[src/rtl/gpio_intr_ctrl_if.sv]
// GPIO interrupt controller signal bundle.
// Master drives pads, config and clear strobes; slave returns pin state.
interface gpio_intr_ctrl_if #(
  parameter int NPIN    = 32,
  parameter int PRESC_W = 16
);
  logic [NPIN-1:0]    pad_gpio_in;
  logic [NPIN-1:0]    cfg_deb_en;
  logic [PRESC_W-1:0] cfg_deb_presc;
  logic [NPIN-1:0]    cfg_posedge_sel;
  logic [NPIN-1:0]    cfg_negedge_sel;
  logic [NPIN-1:0]    cfg_int_mask;
  logic [NPIN-1:0]    sts_clr;
  logic [NPIN-1:0]    gpio_data_in;
  logic [NPIN-1:0]    gpio_int_sts;
  logic               gpio_irq;

  modport master (
    output pad_gpio_in,
    output cfg_deb_en,
    output cfg_deb_presc,
    output cfg_posedge_sel,
    output cfg_negedge_sel,
    output cfg_int_mask,
    output sts_clr,
    input  gpio_data_in,
    input  gpio_int_sts,
    input  gpio_irq
  );

  modport slave (
    input  pad_gpio_in,
    input  cfg_deb_en,
    input  cfg_deb_presc,
    input  cfg_posedge_sel,
    input  cfg_negedge_sel,
    input  cfg_int_mask,
    input  sts_clr,
    output gpio_data_in,
    output gpio_int_sts,
    output gpio_irq
  );
endinterface

[src/rtl/gpio_intr_ctrl.sv]
// GPIO input synchroniser, shared-prescaler debouncer and
// edge-detecting sticky interrupt status with masked irq.
module gpio_intr_ctrl #(
  parameter int NPIN    = 32,
  parameter int PRESC_W = 16
) (
  input logic mclk,
  input logic h_reset,
  gpio_intr_ctrl_if.slave bus
);

  logic [NPIN-1:0]    sync1;
  logic [NPIN-1:0]    sync2;
  logic [NPIN-1:0]    h1;
  logic [NPIN-1:0]    h0;
  logic [NPIN-1:0]    data;
  logic [NPIN-1:0]    prev_in;
  logic [NPIN-1:0]    sts;
  logic [NPIN-1:0]    evt;
  logic [NPIN-1:0]    stable;
  logic [NPIN-1:0]    upd;
  logic [PRESC_W-1:0] cnt;
  logic               tick;
  logic               irq;

  // >= compare so a lowered period never strands the counter
  assign tick = (cnt >= bus.cfg_deb_presc);

  // three equal samples: current sync2 plus two tick history bits
  assign stable = ~(sync2 ^ h1) & ~(h1 ^ h0);

  // unfiltered pins follow every cycle, filtered ones on stable tick
  assign upd = ~bus.cfg_deb_en | ({NPIN{tick}} & stable);

  assign evt = (bus.cfg_posedge_sel & ~prev_in & data)
             | (bus.cfg_negedge_sel & prev_in & ~data);

  // two-flop synchroniser on raw pads
  always_ff @(posedge mclk) begin
    if (h_reset) begin
      sync1 <= '0;
      sync2 <= '0;
    end else begin
      sync1 <= bus.pad_gpio_in;
      sync2 <= sync1;
    end
  end

  // shared debounce prescaler
  always_ff @(posedge mclk) begin
    if (h_reset) cnt <= '0;
    else if (tick) cnt <= '0;
    else cnt <= cnt + 1'b1;
  end

  // tick-sampled history, shifts independent of debounce enable
  always_ff @(posedge mclk) begin
    if (h_reset) begin
      h1 <= '0;
      h0 <= '0;
    end else if (tick) begin
      h1 <= sync2;
      h0 <= h1;
    end
  end

  // filtered pin value and its one-cycle-old copy for edge detect
  always_ff @(posedge mclk) begin
    if (h_reset) begin
      data    <= '0;
      prev_in <= '0;
    end else begin
      data    <= (data & ~upd) | (sync2 & upd);
      prev_in <= data;
    end
  end

  // sticky status, a fresh event wins over a clear
  always_ff @(posedge mclk) begin
    if (h_reset) sts <= '0;
    else sts <= (sts & ~bus.sts_clr) | evt;
  end

  // registered irq from masked status
  always_ff @(posedge mclk) begin
    if (h_reset) irq <= 1'b0;
    else irq <= |(sts & bus.cfg_int_mask);
  end

  assign bus.gpio_data_in = data;
  assign bus.gpio_int_sts = sts;
  assign bus.gpio_irq     = irq;

endmodule
[src/flat_wrapper.sv]
// flat-port wrapper written by rule: the top's interface ports become plain ports
module gpio_intr_ctrl_flat 
#(
  parameter int NPIN    = 32,
  parameter int PRESC_W = 16
)
  (mclk, h_reset, bus_pad_gpio_in, bus_cfg_deb_en, bus_cfg_deb_presc, bus_cfg_posedge_sel, bus_cfg_negedge_sel, bus_cfg_int_mask, bus_sts_clr, bus_gpio_data_in, bus_gpio_int_sts, bus_gpio_irq);
  gpio_intr_ctrl_if #(.NPIN(NPIN), .PRESC_W(PRESC_W)) bus_i ();
  input logic mclk;
  input logic h_reset;
  input wire logic [$bits(bus_i.pad_gpio_in)-1:0] bus_pad_gpio_in;
  input wire logic [$bits(bus_i.cfg_deb_en)-1:0] bus_cfg_deb_en;
  input wire logic [$bits(bus_i.cfg_deb_presc)-1:0] bus_cfg_deb_presc;
  input wire logic [$bits(bus_i.cfg_posedge_sel)-1:0] bus_cfg_posedge_sel;
  input wire logic [$bits(bus_i.cfg_negedge_sel)-1:0] bus_cfg_negedge_sel;
  input wire logic [$bits(bus_i.cfg_int_mask)-1:0] bus_cfg_int_mask;
  input wire logic [$bits(bus_i.sts_clr)-1:0] bus_sts_clr;
  output wire logic [$bits(bus_i.gpio_data_in)-1:0] bus_gpio_data_in;
  output wire logic [$bits(bus_i.gpio_int_sts)-1:0] bus_gpio_int_sts;
  output wire logic [$bits(bus_i.gpio_irq)-1:0] bus_gpio_irq;
  assign bus_i.pad_gpio_in = bus_pad_gpio_in;
  assign bus_i.cfg_deb_en = bus_cfg_deb_en;
  assign bus_i.cfg_deb_presc = bus_cfg_deb_presc;
  assign bus_i.cfg_posedge_sel = bus_cfg_posedge_sel;
  assign bus_i.cfg_negedge_sel = bus_cfg_negedge_sel;
  assign bus_i.cfg_int_mask = bus_cfg_int_mask;
  assign bus_i.sts_clr = bus_sts_clr;
  assign bus_gpio_data_in = bus_i.gpio_data_in;
  assign bus_gpio_int_sts = bus_i.gpio_int_sts;
  assign bus_gpio_irq = bus_i.gpio_irq;
  gpio_intr_ctrl #(.NPIN(NPIN), .PRESC_W(PRESC_W)) u_core (.mclk(mclk), .h_reset(h_reset), .bus(bus_i));
endmodule
[config.mk]
export PLATFORM = sky130hd
export DESIGN_NAME = gpio_intr_ctrl_flat
export DESIGN_NICKNAME = d
export VERILOG_FILES = /design/src/rtl/gpio_intr_ctrl_if.sv /design/src/rtl/gpio_intr_ctrl.sv /design/src/flat_wrapper.sv
export SDC_FILE = /design/constraint.sdc
export NUM_CORES = 1
export LEC_CHECK = 0
export ABC_CLOCK_PERIOD_IN_PS = 2720
export BUFFER_PORTS_ARGS = -buffer_cell sky130_fd_sc_hd__buf_2
export CORE_ASPECT_RATIO = 0.75
export CORE_MARGIN = 8
export CORE_UTILIZATION = 45
export CTS_CLUSTER_SIZE = 24
export DETAILED_ROUTE_END_ITERATION = 8
export PLACE_DENSITY_LB_ADDON = 0.25
export REMOVE_ABC_BUFFERS = 1
export SYNTH_ARGS = -nofsm -noshare
export SYNTH_HDL_FRONTEND = slang
export SYNTH_SLANG_ARGS = --single-unit
[constraint.sdc]
create_clock -name mclk -period 2.72 [get_ports mclk]
set_input_delay 0.272 -clock mclk [delete_from_list [all_inputs] [get_ports mclk]]
set_output_delay 0.272 -clock mclk [all_outputs]
set_load 0.05 [all_outputs]
Word-level counts from Yosys, hierarchy flattened

Cells that the tools add are included.

Memories: 0
Word-level logic and storage cells: 36
ROM bits: 0
Input port bits: 210
Latch bits: 0
Bits in registers: 241
Memory bits (writable): 0

Reductions and logical operators: 2
Shift-type cells: 0
Muxes and demuxes: 0
Order comparisons: 1
Bitwise gates (word level): 23
$mul: 0
Equal/unequal tests: 0
$add $sub $neg: 1
Div/mod/pow operators: 0

Operator list:

| kind                                                            | number |
|---|---|
| 32-bit bitwise AND                                              | 10 |
| 32-bit inverter                                                 | 7 |
| 32-bit OR                                                       | 4 |
| 32-bit bitwise XOR                                              | 2 |
| 32-bit OR reduction                                             | 1 |
| 16-bit by 1-bit adder with 16-bit output, second input constant | 1 |
| 16-bit >= comparator                                            | 1 |
| 2-bit OR reduction                                              | 1 |

Depth between registers and ports, before layout

Depth after elaboration: 8
Mapped depth: 11

Least setup slack after synthesis

No wires, ideal clock.

Path kind: register to register
Start: register u_core.cnt[5]
End: register u_core.h0[23]
Clock period less this slack: 2000 ps
Cell stages (with the launch flop): 11
Buffers on the path: 4
Library setup time: 72 ps
Arrival: 1928 ps
Setup slack: 720 ps
Path through: dfxtp_1 ha_1 a211o_1 o211ai_2 and4_1 buf_4 o21a_1 buf_6 buf_6 buf_8 mux2i_1

Longest elaborated chain between the ends: 1

Ends and longest elaborated chain:

| what                     | RTL line             | text |
|---|---|---|
| start: declaration       | gpio_intr_ctrl.sv:22 | `logic [PRESC_W-1:0] cnt;` |
| start signal: assignment | gpio_intr_ctrl.sv:53 | `else cnt <= cnt + 1'b1;` |
| 16-bit >= comparator     | gpio_intr_ctrl.sv:27 | `assign tick = (cnt >= bus.cfg_deb_presc);` |
| end signal: assignment   | gpio_intr_ctrl.sv:60 | `h0 <= '0;` |
| end signal: assignment   | gpio_intr_ctrl.sv:63 | `h0 <= h1;` |
| end: declaration         | gpio_intr_ctrl.sv:15 | `logic [NPIN-1:0] h0;` |

No other way between the ends.
A chain may end at the register's enable or synchronous reset.

Worst setup path after layout

Start: register u_core.cnt[13]
End: register u_core.cnt[1]

Longest elaborated chain between the ends: 2

Ends and longest elaborated chain:

| what                                | RTL line |
|---|---|
| 16-bit >= comparator                | gpio_intr_ctrl.sv:27 |
| 2-bit OR reduction (no source line) | n/a |

No other way between the ends.

==> flow_metrics.py <==
metrics = {
    "outcome": {
        "status": "completed",
    },
    "timing": {
        "setup_violations": 0,
        "setup_tns_ps": 0,
        "rsz0062_at_grt": "no",
        "worst_slack_ps": 244,
        "max_freq_ghz": 0.404,
        "min_period_over_period": 0.910,
        "slew_viol_final": 0,
        "finalClockSkew_ps": 7.73,
        "hold_violations": 0,
        "min_period_ps": 2480,
        "slew_headroom": 0.166,
        "worst_pin_slew_ps": 1240,
    },
    "clocking": {
        "cts_buffer_depth": 3,
        "htree_levels": 1,
        "cts.sinks": 241,
        "root_buffer": "clkbuf_16",
        "postCtsSetupRepairBufs": 0,
        "clk_pin_slew_ps": 60,
        "cts_tree": "yes",
        "numCtsBuffers": 24,
        "clkLatencyLatePin_ps": 510,
        "ctsHoldBuffers": 31,
        "cts_resized": 0,
    },
    "synth": {
        "synthAdderAreaFrac": 0.0202,
        "synth_top_area_share": 0.459,
        "async_reset_ff_frac": 0,
        "synth-edff-count": 0,
        "synth.area.top_cells": "dfxtp_1, mux2i_1, nor2b_1",
        "synth_flop_cell": "dfxtp_1",
        "synth_xor_area_frac": 0.0117,
        "yosys_register_bits": 241,
        "yosysUniqueCellTypes": 39,
        "syn_area_sq_um": 10500,
        "synth_cells": 1157,
        "synthSimpleGateAreaFrac": 0.213,
        "avgSynthCellArea_sq_um": 9.09,
        "synth_compound_area_frac": 0.181,
        "synth_largest_area_cell": "dfxtp_1",
        "yosysSeqAreaShare": 0.459,
        "synth-warning-count": 0,
        "muxShareOfSynthArea": 0.0609,
        "synth_top_family_by_area": "simple AND/OR/NAND/NOR gates",
    },
    "detailed_routing": {
        "wirelength_um": 27300,
        "drtIter0Drc": 295,
        "vias_per_cell": 5.06,
        "dr.pass1.iters": 4,
        "ant_nets": 0,
        "drcViolationCount": 0,
        "routedWlPerCell_um": 15.4,
        "vias": 8953,
    },
    "finish": {
        "syn2layout_area_growth_pct": 26.8,
        "fill_cells": 2066,
        "instances_no_fill": 1771,
        "final_common_cell": "buf_2",
        "drive_gt1_frac": 0.271,
        "fin_nets": 1682,
        "final_cell_mix": "buf_2, dfxtp_1, nand2_1",
    },
    "grt": {
        "antenna_found_initial": 3,
        "grt_max_degree": 63,
        "grt_overflow": 0,
        "grt_pass1_vias": 8761,
        "grt_pass1_wl_um": 43600,
        "track_usage": 0.182,
    },
    "critical_path": {
        "path_buf_inv": 0,
        "max_stage_delay_ps": 960,
        "cp_cell_sequence": "ha_1, nand4_1, nor3_1, o2bb2ai_4, o21ai_1, nor3b_1",
        "cp-start-kind": "register",
        "end_kind": "register",
        "cp_data_required_time_ps": 3060,
        "crit_fanout": 16,
        "cp_slowest_cell": "o21ai_1",
        "cp_top_family": "compound AO/OA/AOI/OAI gates",
        "worstSetupPathType": "register to register",
        "arrival_ps": 2810,
    },
    "placement": {
        "numPlacedInstances": 1698,
        "io_buffers": 274,
        "gp_congestion": 0.790,
        "dp_hpwl_um": 19800,
        "place_ws_ps": 210,
    },
    "floorplan": {
        "design.core.area_sq_um": 23000,
        "start_util": 0.457,
        "die_h_um": 148,
        "die-width_um": 193,
        "dieArea_sq_um": 28600,
        "rows": 48,
        "io_pins": 275,
    },
    "power": {
        "power_uw": 7460,
        "p_leak_uw": 0.00598,
        "peakVddDrop_v": 0.000456,
        "p_per_area_nw_per_um2": 559,
    },
    "run": {
        "drv_cap": 0,
    },
    "hold_path": {
        "hp-class": "input port to register",
    },
}
## power breakdown
part	switching [uW]	total (uW)	leakage, uW	internal (uW)
Sequential	42.7	3650	0.00196	3610
Combinational	322	602	0.00364	280
Clock	1320	3200	0.000386	1880
## final timing paths
path | startpoint | end | slack [ps] | cells past startpoint
hold / removal | bus_sts_clr[13] | u_core.bus.gpio_int_sts[13] | 60 | 4
setup reg to reg | u_core.cnt[13] | u_core.cnt[1] | 240 | 6
hold reg to reg | u_core.sync1[26] | u_core.sync2[26] | 430 | 1
setup / recovery | u_core.cnt[13] | u_core.cnt[1] | 240 | 6
## per-stage QoR
step | utilization | area [sq um] | hold slack, ps
floorplan | - | 10200 | 344
global placement | 0.533 | 12300 | 416
detailed placement | 0.533 | 12300 | 422
CTS | 0.580 | 13300 | 30.0
global route | 0.580 | 13300 | 36.9
finish | 0.580 | 13300 | 57.1
## routing by layer
layer  global-route usage  vias to the layer above  routed length [um]
met5                    0                        -                  27
met4               0.0347                        4                 437
met3               0.0353                       35                1810
met2                0.303                      223               12400
met1                0.243                     4107               12600
li1                     -                     4584                   -
## Yosys cell counts (all sizes together), types with 35 or more instances
master / count
o211ai: 65
clkbuf: 36
nand2b: 96
o21ai: 35
nor2b: 97
nand2: 131
dfxtp: 241
inv: 82
mux2i: 64
nor3: 48
nor2: 35
## tightest hold or removal path, cell delays in order
cell	delay (ps)
buf_2	90
inv_1	40
a21oi_1	50
nor2_1	70
## logic make-up (layout without fill, tap and decap cells)
group / after synthesis / in the layout
compound gates: 253 / 253
xor+xnor: 14 / 14
fa+ha+maj: 17 / 17
buf+inv: 134 / 447
flops: 241 / 241
mux: 64 / 64
other cells: 0 / 1
simple gates: 434 / 434
## cell type report
class                   instances  area (sq um)  share of cell area
diodes                          1          2.50            0.000188
inverters                      82           308              0.0231
flip-flops and latches        241          4820               0.362
clock inverters                 4          20.0             0.00150
well taps                     300           375              0.0281
multi-input cells             782          5160               0.387
repair buffers                324          1890               0.142
clock buffers                  37           751              0.0563
Power figures use the tool's default switching activity.
